<file path="src/rtl/mem_io_bridge_pkg.sv">
// mem_io_bridge_pkg
//   Shared constants, the IO write FIFO entry layout and small decode helpers
//   for the cpu-side memory/IO bridge.
//   Contents:
//     IO_ADDR_HI     address bits [17:16] value that selects the IO space
//     IO_PORT_UART   IO offset of the UART data port
//     IO_FIFO_W      width of one queued IO write (3-bit offset + 8-bit data)
//     io_wr_t        packed layout of one queued IO write
//     is_io_addr     true when a cpu address falls in the IO space
//     is_null_uart   true for a 0x00 write to the UART port, which is discarded
package mem_io_bridge_pkg;

  localparam logic [1:0] IO_ADDR_HI   = 2'b11;
  localparam logic [2:0] IO_PORT_UART = 3'h0;
  localparam int         IO_FIFO_W    = 11;

  typedef struct packed {
    logic [2:0] port;
    logic [7:0] data;
  } io_wr_t;

  function automatic logic is_io_addr(input logic [1:0] addr_hi);
    return (addr_hi == IO_ADDR_HI);
  endfunction

  // The UART treats a 0x00 byte on its data port as a no-op, so it never
  // needs to occupy a FIFO slot.
  function automatic logic is_null_uart(input logic [2:0] port, input logic [7:0] data);
    return (port == IO_PORT_UART) && (data == 8'h00);
  endfunction

endpackage

</file>
<file path="src/rtl/mem_io_bridge_io_wr_fifo.sv">
// io_wr_fifo
//   Synchronous FIFO that holds IO writes until the IO side can take them.
//   Pointers carry an extra wrap bit so full and empty are distinguishable
//   without a separate counter.
//   Ports:
//     clk_in     system clock
//     rst_n_in   asynchronous active-low reset (empties the FIFO)
//     push       write push_data at the tail (ignored when full)
//     push_data  entry to store
//     pop        discard the head entry (ignored when empty)
//     full       all DEPTH entries occupied
//     empty      no entries occupied
//     head       oldest entry (valid when ~empty)
module io_wr_fifo #(
  parameter int DEPTH = 8,
  parameter int WIDTH = 11
) (
  input  logic             clk_in,
  input  logic             rst_n_in,
  input  logic             push,
  input  logic [WIDTH-1:0] push_data,
  input  logic             pop,
  output logic             full,
  output logic             empty,
  output logic [WIDTH-1:0] head
);

  localparam int IDX_W = $clog2(DEPTH);

  logic [IDX_W:0]   wr_ptr_q, wr_ptr_d;
  logic [IDX_W:0]   rd_ptr_q, rd_ptr_d;
  logic [WIDTH-1:0] mem_q [DEPTH];
  logic [WIDTH-1:0] mem_d [DEPTH];
  logic             push_ok;
  logic             pop_ok;

  // Status flags, head read and next-state for pointers and storage.
  always_comb begin
    empty   = (wr_ptr_q == rd_ptr_q);
    full    = (wr_ptr_q[IDX_W] != rd_ptr_q[IDX_W]) &&
              (wr_ptr_q[IDX_W-1:0] == rd_ptr_q[IDX_W-1:0]);
    head    = mem_q[rd_ptr_q[IDX_W-1:0]];
    push_ok = push & ~full;
    pop_ok  = pop & ~empty;
    mem_d   = mem_q;
    if (push_ok) begin
      mem_d[wr_ptr_q[IDX_W-1:0]] = push_data;
      wr_ptr_d = wr_ptr_q + {{IDX_W{1'b0}}, 1'b1};
    end else begin
      wr_ptr_d = wr_ptr_q;
    end
    if (pop_ok) begin
      rd_ptr_d = rd_ptr_q + {{IDX_W{1'b0}}, 1'b1};
    end else begin
      rd_ptr_d = rd_ptr_q;
    end
  end

  // Pointer and storage registers.
  always_ff @(posedge clk_in or negedge rst_n_in) begin
    if (!rst_n_in) begin
      wr_ptr_q <= {(IDX_W + 1){1'b0}};
      rd_ptr_q <= {(IDX_W + 1){1'b0}};
      for (int i = 0; i < DEPTH; i++) begin
        mem_q[i] <= {WIDTH{1'b0}};
      end
    end else begin
      wr_ptr_q <= wr_ptr_d;
      rd_ptr_q <= rd_ptr_d;
      mem_q    <= mem_d;
    end
  end

endmodule

</file>
<file path="src/rtl/mem_io_bridge.sv">
// mem_io_bridge
//   Sits between the cpu memory bus and the RAM / UART-IO blocks. Each byte
//   access is decoded to RAM or IO (address bits [17:16] == 2'b11 is IO).
//   IO writes are queued in a small FIFO so UART back-pressure only stalls the
//   cpu once the FIFO is full; IO reads wait until every queued write is out.
//   Read data is returned exactly one cycle after the read is accepted.
//   Ports:
//     clk_in, rst_n_in   clock, asynchronous active-low reset
//     rdy_in             global ready; all state frozen while low
//     cpu_mem_a/_wr/_dout cpu bus (address, write flag, write data)
//     cpu_mem_din        read data to cpu
//     cpu_rdy_out        access accepted this cycle (rdy_in & ~stall)
//     ram_a/_wr/_din     RAM address, write enable, write data
//     ram_dout           RAM read data (1-cycle synchronous)
//     io_en/_wr/_a/_dout IO strobe, write flag, port offset, write data
//     io_din             IO read data (1-cycle)
//     io_buffer_full     UART tx buffer full; blocks draining the FIFO
module mem_io_bridge
  import mem_io_bridge_pkg::*;
#(
  parameter int IO_FIFO_DEPTH = 8,
  parameter int RAM_ADDR_W    = 17
) (
  input  logic                  clk_in,
  input  logic                  rst_n_in,
  input  logic                  rdy_in,
  input  logic [31:0]           cpu_mem_a,
  input  logic                  cpu_mem_wr,
  input  logic [7:0]            cpu_mem_dout,
  output logic [7:0]            cpu_mem_din,
  output logic                  cpu_rdy_out,
  output logic [RAM_ADDR_W-1:0] ram_a,
  output logic                  ram_wr,
  output logic [7:0]            ram_din,
  input  logic [7:0]            ram_dout,
  output logic                  io_en,
  output logic                  io_wr,
  output logic [2:0]            io_a,
  output logic [7:0]            io_dout,
  input  logic [7:0]            io_din,
  input  logic                  io_buffer_full
);

  logic   is_io;
  logic   stall;
  logic   accept;
  logic   io_rd;
  logic   fifo_push;
  logic   fifo_pop;
  logic   fifo_full;
  logic   fifo_empty;
  io_wr_t fifo_push_data;
  io_wr_t fifo_head;
  logic   sel_io_q, sel_io_d;
  logic   unused_addr_bits;

  assign unused_addr_bits = ^cpu_mem_a[31:18];

  io_wr_fifo #(
    .DEPTH (IO_FIFO_DEPTH),
    .WIDTH (IO_FIFO_W)
  ) u_io_wr_fifo (
    .clk_in    (clk_in),
    .rst_n_in  (rst_n_in),
    .push      (fifo_push),
    .push_data (fifo_push_data),
    .pop       (fifo_pop),
    .full      (fifo_full),
    .empty     (fifo_empty),
    .head      (fifo_head)
  );

  // Decode, stall, accept and FIFO control. Everything is qualified by
  // rst_n_in so the bus-facing outputs read as idle while reset is held.
  always_comb begin
    is_io               = is_io_addr(cpu_mem_a[17:16]);
    fifo_push_data.port = cpu_mem_a[2:0];
    fifo_push_data.data = cpu_mem_dout;
    // A full FIFO stalls a write even if a pop happens this cycle; a read
    // waits until every queued write has gone out.
    stall  = is_io & ((cpu_mem_wr & fifo_full) | (~cpu_mem_wr & ~fifo_empty));
    accept = rst_n_in & rdy_in & ~stall;
    io_rd  = accept & is_io & ~cpu_mem_wr;
    fifo_push = accept & is_io & cpu_mem_wr &
                ~is_null_uart(cpu_mem_a[2:0], cpu_mem_dout);
    fifo_pop  = rst_n_in & rdy_in & ~fifo_empty & ~io_buffer_full;
    if (accept & ~cpu_mem_wr) begin
      sel_io_d = is_io;
    end else begin
      sel_io_d = sel_io_q;
    end
  end

  // cpu-facing and RAM-facing outputs.
  always_comb begin
    cpu_rdy_out = accept;
    ram_wr      = accept & ~is_io & cpu_mem_wr;
    if (rst_n_in) begin
      ram_a       = cpu_mem_a[RAM_ADDR_W-1:0];
      ram_din     = cpu_mem_dout;
      cpu_mem_din = sel_io_q ? io_din : ram_dout;
    end else begin
      ram_a       = {RAM_ADDR_W{1'b0}};
      ram_din     = 8'h00;
      cpu_mem_din = 8'h00;
    end
  end

  // IO bus: a drain and an IO read can never coincide because a read is
  // only accepted with the FIFO empty.
  always_comb begin
    if (fifo_pop) begin
      io_en   = 1'b1;
      io_wr   = 1'b1;
      io_a    = fifo_head.port;
      io_dout = fifo_head.data;
    end else if (io_rd) begin
      io_en   = 1'b1;
      io_wr   = 1'b0;
      io_a    = cpu_mem_a[2:0];
      io_dout = 8'h00;
    end else begin
      io_en   = 1'b0;
      io_wr   = 1'b0;
      io_a    = 3'h0;
      io_dout = 8'h00;
    end
  end

  // Remembers which source the last accepted read targeted.
  always_ff @(posedge clk_in or negedge rst_n_in) begin
    if (!rst_n_in) begin
      sel_io_q <= 1'b0;
    end else begin
      sel_io_q <= sel_io_d;
    end
  end

endmodule

</file>
<file path="config.mk">
export PLATFORM = sky130hd
export DESIGN_NAME = mem_io_bridge
export DESIGN_NICKNAME = d
export VERILOG_FILES = /design/src/rtl/mem_io_bridge_pkg.sv /design/src/rtl/mem_io_bridge_io_wr_fifo.sv /design/src/rtl/mem_io_bridge.sv
export SDC_FILE = /design/constraint.sdc
export NUM_CORES = 1
export LEC_CHECK = 0
export CELL_PAD_IN_SITES_DETAIL_PLACEMENT = 0
export CELL_PAD_IN_SITES_GLOBAL_PLACEMENT = 1
export CORE_MARGIN = 2
export CORE_UTILIZATION = 43
export CTS_CLUSTER_SIZE = 10
export DETAILED_ROUTE_END_ITERATION = 6
export GPL_TIMING_DRIVEN = 0
export PLACE_DENSITY_LB_ADDON = 0.3
export SYNTH_ARGS = -nofsm -noshare
export SYNTH_HDL_FRONTEND = slang
export SYNTH_SLANG_ARGS = --single-unit
</file>
<file path="constraint.sdc">
create_clock -name clk_in -period 2.1 [get_ports clk_in]
set_input_delay 0.315 -clock clk_in [delete_from_list [all_inputs] [get_ports clk_in]]
set_output_delay 0.315 -clock clk_in [all_outputs]
set_load 0.02 [all_outputs]
</file>
==> flow_summary.toml <==
[outcome]
status = "finished with violations"
failed_checks = "negative setup slack"

[detailed_routing]
totalWireLength_mm = 14.0
drt_drc_violations_left = 0
postRouteAntennaNets = 0
wl_per_cell_um = 21.1
vias = 3439
drt-pass1-iter-count = 4
via_per_inst = 5.20
dr.first_iter.drc_count = 117

[global_routing]
grt_pass1_vias = 3597
grt_antenna_before_repair = 0
grt_max_degree = 45
grt_util_all_layers_pct = 21.1
grt_overflow_total = 0
grt_pass1_wl_mm = 21.9

[floorplan]
die_h_um = 118
num_rows = 41
dieArea_um2 = 13800
core_um2 = 12600
die_w_um = 118
start_util_pct = 43.9
io_pins = 109

[sta]
period_share_pct = 111
setup_viol = 12
setup_slack_ns = -0.230
tightestPinTransition_ns = 0.568
rsz0062_at_grt = "true"
max_freq_mhz = 429
finalCriticalPeriod_ns = 2.33
relSlewSlack_pct = 62.1
hold_violations = 0
slew_violations = 0
skew_ns = 0.00871

[placement]
post-place-cells = 623
post-dp-hpwl_mm = 8.48
place_congestion = 0.763
port_buffers = 86

[clock_tree]
clk_pin_slew_ns = 0.07
clock_path_buffers = 2
htreeDepth = 3
cts_made_buffers = 9
clock_latency_ns = 0.35
cts_tree = "built"
cts_root_buffer = "clkbuf_16"
cts_sinks = 97

[power]
max-vdd-ir-drop_mv = 0.589
totalPowerFinal_uw = 7310
power_density_nw_per_um2 = 982
p_leak_uw = 0.00361

[final_layout]
syn_to_final_growth_pct = 34.4
nets = 548
n_antenna_cell = 0
layout_common_cells = "dfrtp_1 (96), mux2_4 (79), clkdlybuf4s50_1 (56), and2_1 (25), mux4_2 (22)"
final_layout_size_suffix_gt1_share_pct = 45.0
finish.utilization_pct = 59.0
layout_commonest_cell = "dfrtp_1"
stdcell_count = 661

[critical_path]
worstSetupEndpointType = "output pin"
crit_path_frequent_cell = "buf_12"
critical_path_class = "register to output pin"
crit_chain = "buf_12, buf_12, buf_6, mux4_2, mux2i_1, nor2_1, buf_4"
crit_required_ns = 1.78
critPathSlowestCell = "mux4_2"
startpoint_type = "register"
path_buf_inv = 4
worstPathArrival_ns = 2.01
crit_path_max_fanout = 7
cpPeakStageDelay_ns = 0.50
cp_top_family = "multiplexers"

[logic_synthesis]
synth_top_flop_cell = "dfrtp_1"
syn_inst = 364
avgSynthCellArea_um2 = 15.2
syn_area_um2 = 5540
yosysWarnings = 0
synth_edf_count = 0
synth_nets = 427
seq_area_frac_synth_pct = 43.8
synthDistinctLibCells = 40
ys_ff_latch = 97
ys_async_sr_fraction_pct = 100

[hold_path]
hold_path.class = "input pin to asynchronous set/reset pin"

[run]
maxCapViolCount = 0
[final cells by class]
type                    count  area [um2]
plain buffers              35         393
fillers                  1030        5170
inverters                   1        6.26
repair buffers            111        1180
well taps                 172         215
flip-flops and latches     97        2430
multi-input cells         230        2910
clock inverters             3        65.1
clock buffers              12         246
[timing repair]
| item | CTS | global route |
|---|---|---|
| hold buffers | 3 | 0 |
| pin swaps | 16 | 4 |
| buffers inserted | 15 | 4 |
| hold endpoints to repair | 44 | 0 |
| cloned | 4 | 0 |
| resized for setup | 133 | 15 |
| endpoints found under the setup margin | 47 | 96 |
[path summary, 6_finish.rpt]
kind | start | endpoint | slack [ns] | cells after the start
worst max-delay path | u_io_wr_fifo.rd_ptr_q[0] | io_dout[2] | -0.23 | 7
worst min-delay path | rst_n_in | u_io_wr_fifo.mem_q[5] | 0.04 | 3
worst min register to register | u_io_wr_fifo.rd_ptr_q[3] | u_io_wr_fifo.rd_ptr_q[3] | 0.50 | 1
worst max register to register | u_io_wr_fifo.rd_ptr_q[0] | u_io_wr_fifo.mem_q[61] | 0.14 | 8
min in group clk_in | cpu_mem_dout[4] | u_io_wr_fifo.mem_q[81] | 0.36 | 2
max in group asynchronous | rst_n_in | sel_io_q | 1.83 | 3
[cell usage after synthesis (3+ instances only)]
| cell type | count | area, um2 |
|---|---|---|
| and2_1 | 25 | 156 |
| buf_2 | 6 | 30.0 |
| buf_4 | 6 | 45.0 |
| buf_6 | 6 | 67.6 |
| clkbuf_1 | 14 | 52.6 |
| dfrtp_1 | 97 | 2430 |
| mux2_2 | 9 | 101 |
| mux2_4 | 79 | 1190 |
| mux2i_1 | 19 | 190 |
| mux4_2 | 22 | 495 |
| nand2_1 | 5 | 18.8 |
| nand3_1 | 3 | 15.0 |
| nand4_4 | 8 | 170 |
| nor2_1 | 12 | 45.0 |
| nor2b_1 | 8 | 50.1 |
| nor3_1 | 3 | 15.0 |
| nor3b_1 | 3 | 22.5 |
| o2bb2ai_1 | 3 | 26.3 |
| xnor2_1 | 6 | 52.6 |
| xnor2_4 | 3 | 82.6 |
[tightest hold or removal path: stages]
cell	delay, ns
buf_16	0.12
buf_16	0.11
buf_16	0.22
[power by group]
group	internal, uW	switching (uW)	total [uW]
sequential	2220	236	2460
clock	1070	706	1780
combinational	1750	1320	3080
[logic make-up (layout without fill, tap and decap cells)]
kind of cell	after synthesis	in the layout	share of synthesized area, %
multiplexers	131	131	36.0
flip-flops	97	97	43.8
AND/OR/NAND/NOR	80	80	11.6
buffers and inverters	37	162	4.56
XOR/XNOR	10	10	2.60
AO/OA/AOI/OAI	7	7	0.994
adder cells (fa/ha/maj)	2	2	0.451
[state kept, by name (all words and copies together) (netlist names)]
name,flops
u_io_wr_fifo.wr_ptr_q,4
u_io_wr_fifo.rd_ptr_q,4
u_io_wr_fifo.mem_q,88
sel_io_q,1
[metrics by stage]
step           instance area, um2  setup slack (ns)  setup TNS (ns)  hold WS [ns]
2_1_floorplan                5540             0.146               0        0.0194
3_3_place_gp                 6620             -4.64         -845.72         0.475
3_5_place_dp                 6640            -0.900          -54.72         0.374
4_1_cts                      7390            -0.248           -2.19        0.0514
5_1_grt                      7450            -0.321           -3.38        0.0529
6_report                     7450            -0.230           -2.15        0.0448
[routing by layer]
metal | routed length, um | vias to the layer above | GRT usage, %
met2 | 7110 | 79 | 36.1
met4 | 206 | 0 | 5.80
li1 | - | 1549 | -
met3 | 452 | 14 | 4.12
met5 | 0 | - | 0
met1 | 6210 | 1797 | 27.3
Note: power is estimated with default switching activity, not from simulation.
